`src/rtl/tstate_sequencer_if.sv`:
```
// tstate_sequencer_if: bundles the sequencer's control inputs and T-state
// outputs. The master modport belongs to the controller side, which drives
// ring_len/end_cyc/hlt. The slave modport belongs to the sequencer itself.
interface tstate_sequencer_if #(
    parameter int N_STATES = 18,
    parameter int IDX_W    = 5,
    parameter int CNT_W    = 16
);
    logic [IDX_W-1:0]    ring_len;
    logic                end_cyc;
    logic                hlt;
    logic [N_STATES-1:0] state;
    logic [IDX_W-1:0]    t_idx;
    logic                first;
    logic                last;
    logic [CNT_W-1:0]    icount;
    logic                err;

    modport master (
        output ring_len, end_cyc, hlt,
        input  state, t_idx, first, last, icount, err
    );

    modport slave (
        input  ring_len, end_cyc, hlt,
        output state, t_idx, first, last, icount, err
    );
endinterface

```
`src/rtl/tstate_sequencer.sv`:
```
// tstate_sequencer: one-hot T-state ring for the SAP-II controller.
// The ring length is programmable at runtime. The block also supports early
// end-of-instruction, halt-hold and a count of completed instruction cycles.
// Optional feature macro: TSEQ_ONEHOT_CHECK_EN enables a checker that compares
// the one-hot state against the binary index. On a mismatch it flags err for
// one cycle and forces the ring back to T1.
module tstate_sequencer #(
    parameter int N_STATES = 18,
    parameter int IDX_W    = $clog2(N_STATES + 1),
    parameter int CNT_W    = 16
) (
    input  logic CLK,
    input  logic nCLR,
    tstate_sequencer_if.slave bus
);
    localparam logic [IDX_W-1:0]    MAX_LEN = IDX_W'(N_STATES);
    localparam logic [N_STATES-1:0] T1      = {{(N_STATES-1){1'b0}}, 1'b1};
    localparam logic [N_STATES-1:0] ONES    = {N_STATES{1'b1}};

    logic [N_STATES-1:0] state_q;
    logic [N_STATES-1:0] state_d;
    logic [N_STATES-1:0] rotated;
    logic [N_STATES-1:0] len_mask;
    logic                top_bit;
    logic [IDX_W-1:0]    idx_q;
    logic [IDX_W-1:0]    idx_d;
    logic [IDX_W-1:0]    eff_len;
    logic [IDX_W-1:0]    last_idx;
    logic [CNT_W-1:0]    cnt_q;
    logic [CNT_W-1:0]    cnt_d;
    logic                wrap;

    // Effective ring length: 0 or out-of-range lengths mean the full ring.
    always_comb begin
        eff_len = bus.ring_len;
        if (bus.ring_len == '0 || bus.ring_len > MAX_LEN) begin
            eff_len = MAX_LEN;
        end
    end

    assign last_idx = eff_len - IDX_W'(1);
    assign wrap     = bus.end_cyc || (idx_q >= last_idx);

    // Next ring position. The one-hot pattern rotates within eff_len, so a
    // valid T(last) naturally lands on T1. An early end, or an index stranded
    // above a shrunken ring, reloads T1 directly.
    always_comb begin
        len_mask = ~(ONES << eff_len);
        top_bit  = |(state_q & (T1 << last_idx));
        rotated  = ((state_q << 1) | {{(N_STATES-1){1'b0}}, top_bit}) & len_mask;
        state_d  = rotated;
        idx_d    = idx_q + IDX_W'(1);
        cnt_d    = cnt_q;
        if (wrap) begin
            idx_d = '0;
            cnt_d = cnt_q + CNT_W'(1);
            if (bus.end_cyc || idx_q != last_idx) begin
                state_d = T1;
            end
        end
    end

`ifdef TSEQ_ONEHOT_CHECK_EN
    logic onehot_bad;
    logic err_q;

    assign onehot_bad = (state_q != (T1 << idx_q)) || ($countones(state_q) != 1);

    // Error flag: a one-cycle pulse registered from the checker result.
    always_ff @(posedge CLK or negedge nCLR) begin
        if (!nCLR) begin
            err_q <= 1'b0;
        end else begin
            err_q <= onehot_bad;
        end
    end

    assign bus.err = err_q;
`else
    assign bus.err = 1'b0;
`endif

    // Sequencer registers. Priority is reset, then (optional) recovery, then
    // halt, then wrap or advance.
    always_ff @(posedge CLK or negedge nCLR) begin
        if (!nCLR) begin
            state_q <= T1;
            idx_q   <= '0;
            cnt_q   <= '0;
        end
`ifdef TSEQ_ONEHOT_CHECK_EN
        else if (onehot_bad) begin
            state_q <= T1;
            idx_q   <= '0;
        end
`endif
        else if (!bus.hlt) begin
            state_q <= state_d;
            idx_q   <= idx_d;
            cnt_q   <= cnt_d;
        end
    end

    assign bus.state  = state_q;
    assign bus.t_idx  = idx_q;
    assign bus.icount = cnt_q;
    assign bus.first  = (idx_q == '0);
    assign bus.last   = (idx_q == last_idx);

endmodule
```
`src/flat_wrapper.sv`:
```
// flat-port wrapper written by rule: the top's interface ports become plain ports
module tstate_sequencer_flat 
#(
    parameter int N_STATES = 18,
    parameter int IDX_W    = $clog2(N_STATES + 1),
    parameter int CNT_W    = 16
)
  (CLK, nCLR, bus_ring_len, bus_end_cyc, bus_hlt, bus_state, bus_t_idx, bus_first, bus_last, bus_icount, bus_err);
  tstate_sequencer_if #(.N_STATES(N_STATES), .IDX_W(IDX_W), .CNT_W(CNT_W)) bus_i ();
  input  logic CLK;
  input  logic nCLR;
  input wire logic [$bits(bus_i.ring_len)-1:0] bus_ring_len;
  input wire logic [$bits(bus_i.end_cyc)-1:0] bus_end_cyc;
  input wire logic [$bits(bus_i.hlt)-1:0] bus_hlt;
  output wire logic [$bits(bus_i.state)-1:0] bus_state;
  output wire logic [$bits(bus_i.t_idx)-1:0] bus_t_idx;
  output wire logic [$bits(bus_i.first)-1:0] bus_first;
  output wire logic [$bits(bus_i.last)-1:0] bus_last;
  output wire logic [$bits(bus_i.icount)-1:0] bus_icount;
  output wire logic [$bits(bus_i.err)-1:0] bus_err;
  assign bus_i.ring_len = bus_ring_len;
  assign bus_i.end_cyc = bus_end_cyc;
  assign bus_i.hlt = bus_hlt;
  assign bus_state = bus_i.state;
  assign bus_t_idx = bus_i.t_idx;
  assign bus_first = bus_i.first;
  assign bus_last = bus_i.last;
  assign bus_icount = bus_i.icount;
  assign bus_err = bus_i.err;
  tstate_sequencer #(.N_STATES(N_STATES), .IDX_W(IDX_W), .CNT_W(CNT_W)) u_core (.CLK(CLK), .nCLR(nCLR), .bus(bus_i));
endmodule
```
`config.mk`:
```
export PLATFORM = sky130hd
export DESIGN_NAME = tstate_sequencer_flat
export DESIGN_NICKNAME = d
export VERILOG_FILES = /design/src/rtl/tstate_sequencer_if.sv /design/src/rtl/tstate_sequencer.sv /design/src/flat_wrapper.sv
export SDC_FILE = /design/constraint.sdc
export NUM_CORES = 1
export LEC_CHECK = 0
export ABC_AREA = 0
export CAP_MARGIN = 20
export CORE_MARGIN = 5
export CORE_UTILIZATION = 50
export CTS_CLUSTER_DIAMETER = 30
export DETAILED_ROUTE_END_ITERATION = 10
export PLACE_DENSITY = 0.77
export SYNTH_ARGS = -nofsm -noshare
export SYNTH_HDL_FRONTEND = slang
export SYNTH_SLANG_ARGS = --single-unit
```
`constraint.sdc`:
```
create_clock -name CLK -period 4.9 [get_ports CLK]
set_input_delay 1.47 -clock CLK [delete_from_list [all_inputs] [get_ports CLK]]
set_output_delay 1.47 -clock CLK [all_outputs]
set_load 0.05 [all_outputs]
```
=== Yosys cells after proc, flatten, opt, wreduce, memory -nomap -nowiden ===
Cells that the tools add are included.
Widths: inputs -> output; s select.

* Mux-type cells: 4
* Add/subtract/negate cells: 3
* Reduce and logical (&&, ||, !) cells: 7
* Shifts and indexed selects: 2
* Magnitude comparators: 2
* Equal/unequal tests: 2
* Bitwise operators: 5

{| class="wikitable"
|+ Operators by type and width
! operator !! number
|-
| $and 18x18->18 || 2
|-
| $mux 18 || 2
|-
| $not 18->18 || 1
|-
| $or 18x1->18 || 1
|-
| $reduce_or 18->1 || 1
|-
| $shl 1x5->18 const A || 1
|-
| $shl 18x5->18 const A || 1
|-
| $add 16x1->16 const B || 1
|-
| $logic_not 5->1 || 2
|-
| $mux 5 || 2
|-
| $add 5x1->5 const B || 1
|-
| $eq 5x5->1 || 1
|-
| $ge 5x5->1 || 1
|-
| $gt 5x5->1 const B || 1
|-
| $ne 5x5->1 || 1
|-
| $sub 5x1->5 const B || 1
|-
| $logic_or 1x1->1 || 3
|-
| $reduce_and 2->1 || 1
|-
| $not 1->1 || 1
|}

* Register bits after elaboration: 39
* Output and inout bits: 42
* Logic and storage cells: 28
* Input bits: 9

=== Depth between registers and ports, before layout ===
* Depth in word-level cells: 11
* Mapped depth: 15
* Mapped depth without buffers: 13

=== Least setup slack after synthesis ===
Ideal clock, no wire load.

* Path type: input to output
* Start: input bus_ring_len[3]
* End: output bus_last
* Path buffers: 1
* Path slack: -0.343 ns
* Arrival: 3.773 ns
* Stages on the path: 9
* Cell sequence: clkbuf_1 -> o41ai_1 -> inv_1 -> nand2_1 -> inv_1 -> ha_1 -> xor2_1 -> nand4_1 -> nor2_1

* Longest elaborated chain between the ends: 5
* Elaborated cells on any way between the ends: 6
* Those cells by class: add/sub (1); order compare (1); eq/ne (1); mux (1); reduce/logical (2)

{| class="wikitable"
|+ RTL lines
! item !! line !! text
|-
| from (decl) || flat_wrapper.sv:12 || <nowiki>input wire logic [$bits(bus_i.ring_len)-1:0] bus_ring_len;</nowiki>
|-
| $gt 5x5->1 / $logic_not 5->1 (equally long branches) || tstate_sequencer.sv:36 || <nowiki>if (bus.ring_len == '0 || bus.ring_len > MAX_LEN) begin</nowiki>
|-
| $logic_or 1x1->1 || tstate_sequencer.sv:36 ||
|-
| $mux 5 (*) || tstate_sequencer.sv:36 ||
|-
| $sub 5x1->5 (*) || tstate_sequencer.sv:41 || <nowiki>assign last_idx = eff_len - IDX_W'(1);</nowiki>
|-
| $eq 5x5->1 (*) || tstate_sequencer.sv:108 || <nowiki>assign bus.last = (idx_q == last_idx);</nowiki>
|-
| to (decl) || flat_wrapper.sv:18 || <nowiki>output wire logic [$bits(bus_i.last)-1:0] bus_last;</nowiki>
|}

Mark *: on every way between the ends. The rest lies on a longest branch, timed or not.

=== Worst setup path in the final report ===
* Start: input bus_ring_len[1]
* End: output bus_last

The elaborated chain is that of the path after synthesis.

==> impl_results.md <==
- Busiest layer in global routing: met2
- Slew Viols, Final: 0
- Synth Area per Inst: 9.84 um2
- Area growth syn-to-layout: 34.9%
- Yosys warning total: 0
- Met2 Usage GRT: 32.8%
- Initial antenna violation count: 0
- Total grt overflow: 0
- Seq/Total Area, Yosys: 40.5%
- Finish-stage setup viols: 0
- Tcrit/Tclk final: 98.2%
- Post-route ant nets: 0
- Mapped cell area: 0.00241 mm2
- Num CTS Buffers: 5
- Most frequent cells in the layout: clkdlybuf4s50_1, dfrtp_1, buf_4
- Int Pwr: 0.000662 W
- Syn Nets: 264
- Rows: 25
- Pwr Density: 356 mW/mm2
- Sequential power share: 36.8%
- TritonCTS clock tree: built
- Clk pwr share: 19.2%
- Die ar.: 0.00631 mm2
- Hold Path Class: flop to flop
- Maximum vdd drop: 333 uV
- Final setup margin: 0.0876 ns
- Count of buffers from port buffering: 49
- Post-synthesis sequential element count: 39
- HPWL after detailed placement: 4.52 mm
- Most common cell after layout, fill and taps aside: clkdlybuf4s50_1
- Fmax: 0.208 GHz
- CTS clk-pin slew, worst paths: 0.08 ns
- Status: finished clean
- Crit Path Class: input port to output pin
- Number of I/O pins: 51
- Max_cap viols: 0
- Mapped Cells: 245
- Count of final hold-check violations: 0
- Post-synth ARST share: 100%
- Core Region: 0.00469 mm2
- Global-route met3 utilization: 3.16%
- Synth cell types: 52
- Area after DPL: 0.00305 mm2
- Met1 usage: 30.9%
- Slew headroom: 41.7%
- Post-Layout Inst Area: 0.00325 mm2
- Clock skew: 0.00562 ns
- Clock Path Buffers: 2
- Hold_buf cts: 0
- DR pass1 iterations: 5
- GR Util All Layers: 21.1%
- Vias in the first global route: 2,160
- Crit-path max FO: 4
- Min cycle time layout: 4.81 ns
- Total Wirelength: 6.54 mm
- Die height: 79.4 um
- Post-DR vias/cell: 6.02
- CP Capture Type: output pin
- DRT iter0 DRCs: 253
- First-pass GRT wire length: 10.5 mm
- Worst slew pin tran: 0.872 ns
- CP startpoint kind: input port
- Vias: 2,211
- Layout cells sized above 1: 24.0%
- RSZ-0062 raised after global routing: no
- Wirelength per Cell: 17.8 um
- CP arrival: 3.34 ns
- Switching part of the total: 42.8%
- Ant. Diodes: 0
- H-Tree Depth: 2
- Ys flop type: dfrtp_1
- Initial core utilization: 51.4%
- Worst EP required: 3.43 ns
- Total leakage power: 1.46 nW
- Net count, final: 331
- CTS root buffer: clkbuf_8
- Post-synth EDFFs: 0
- Largest net degree at the start of global routing: 40
- Sink Count: 39
- GP Congestion: 0.897
- Clk_lat worst skew: 0.29 ns
- Psw: 0.000495 W
- Pre-CTS WS: -0.262 ns
- DRC viols: 0
- Die width: 79.4 um
- Combinational power share: 44.0%
metal layers:
| layer | part of all wire, % | routed length [um] | vias to the layer above |
|---|---|---|---|
| met2 | 47 | 3040 | 93 |
| met3 | 6.5 | 424 | 8 |
| met5 | 0 | 0 | - |
| met1 | 46 | 3000 | 1087 |
| met4 | 1.0 | 67 | 0 |
| li1 | - | - | 1023 |
path summary, 6_finish.rpt:
kind / startpoint / end / slack (ns) / depth (start not counted)
worst max-delay path: bus_ring_len[1] / bus_last / 0.09 / 10
worst min-delay path: u_core.bus.icount[15] / u_core.bus.icount[15] / 0.50 / 1
worst max register to register: u_core.bus.t_idx[0] / u_core.bus.icount[1] / 2.11 / 10
worst min register to register: u_core.bus.icount[15] / u_core.bus.icount[15] / 0.50 / 1
max in group asynchronous: nCLR / u_core.bus.state[13] / 3.07 / 1
min in group asynchronous: nCLR / u_core.bus.icount[1] / 1.29 / 1
power by group through the flow:
| stage | Sequential (W) | Clock, W | Combinational [W] |
|---|---|---|---|
| 3_3_place_gp | 0.000429 | 0 | 0.000480 |
| 2_1_floorplan | 0.000553 | 0 | 0.000199 |
| 5_1_grt | 0.000435 | 0.000239 | 0.000540 |
| 6_report | 0.000426 | 0.000222 | 0.000509 |
| 4_1_cts | 0.000425 | 0.000223 | 0.000499 |
| 3_5_place_dp | 0.000429 | 0 | 0.000488 |
synth_stat cells (2+ instances only):
library cell	count	share of area, %
nor4b_1	3	1.1
and3_1	4	1.0
nor3b_1	2	0.62
buf_4	4	1.2
xor2_1	16	5.8
nor2b_1	3	0.78
o21ai_0	7	1.5
nand2_1	28	4.4
buf_2	2	0.42
nor4_1	7	1.8
maj3_2	4	1.9
mux2_2	9	4.2
clkbuf_1	9	1.4
a32o_1	12	5.0
a22o_1	4	1.5
inv_1	9	1.4
or3_1	2	0.52
ha_1	10	5.2
o31ai_1	2	0.62
a21o_1	3	0.93
nor3_1	7	1.5
a21oi_1	3	0.62
dfrtp_1	38	39
nor2_1	7	1.1
nand3_1	10	2.1
nand2b_1	3	0.78
or2_2	2	0.52
o21a_1	3	0.93
buf_1	3	0.47
xnor2_1	3	1.1
nand4_1	5	1.3
kinds of logic after synthesis:
family | Yosys count | synth area share [%]
and+or+nand+nor | 87 | 18.8
AOI/OAI and AO/OA | 47 | 16.5
DFF | 39 | 40.5
buffers and inverters | 28 | 5.40
xor gates and xnor gates | 19 | 6.90
adders and majority gates | 14 | 7.06
muxes | 10 | 4.67
other | 1 | 0.156
sequential cells by signal, indices dropped and copies added, names as in the netlist:
name	count
u_core.bus.t_idx	5
u_core.bus.state	18
u_core.bus.icount	16
critical path, cell delays in order:
cell	delay, ns
dlygate4sd2_1	0.25
or3_4	0.37
nand2_1	0.08
nand2_2	0.10
buf_4	0.15
buf_4	0.12
ha_1	0.30
nand4_1	0.19
nor2_4	0.17
buf_12	0.14
through the flow:
step	total power (W)	setup TNS (ns)	utilization (%)	hold WS [ns]	instances
floorplan	0.000752	0	-	0.623	245
global placement	0.000909	-0.788	65.0	0.460	350
detailed placement	0.000917	-1.99	65.0	0.480	350
CTS	0.00115	0	68.2	0.495	362
global route	0.00121	0	69.3	0.509	367
finish	0.00116	0	69.3	0.497	367
repair_timing:
item	CTS	global route
buffers inserted	4	5
hold endpoints to repair	0	0
gates cloned	0	0
gates resized for setup	10	10
endpoints found under the setup margin	1	1
pin swaps	8	6
final cells by class:
class / count / area [um2]
Sequential cell: 39 / 977
Inverter: 9 / 33.8
Clock buffer: 5 / 68.8
Multi-Input combinational cell: 178 / 1380
Fill cell: 374 / 1440
Timing Repair Buffer: 79 / 707
Tap cell: 54 / 67.6
Clock inverter: 3 / 20.0
Power figures use the tool's default switching activity.
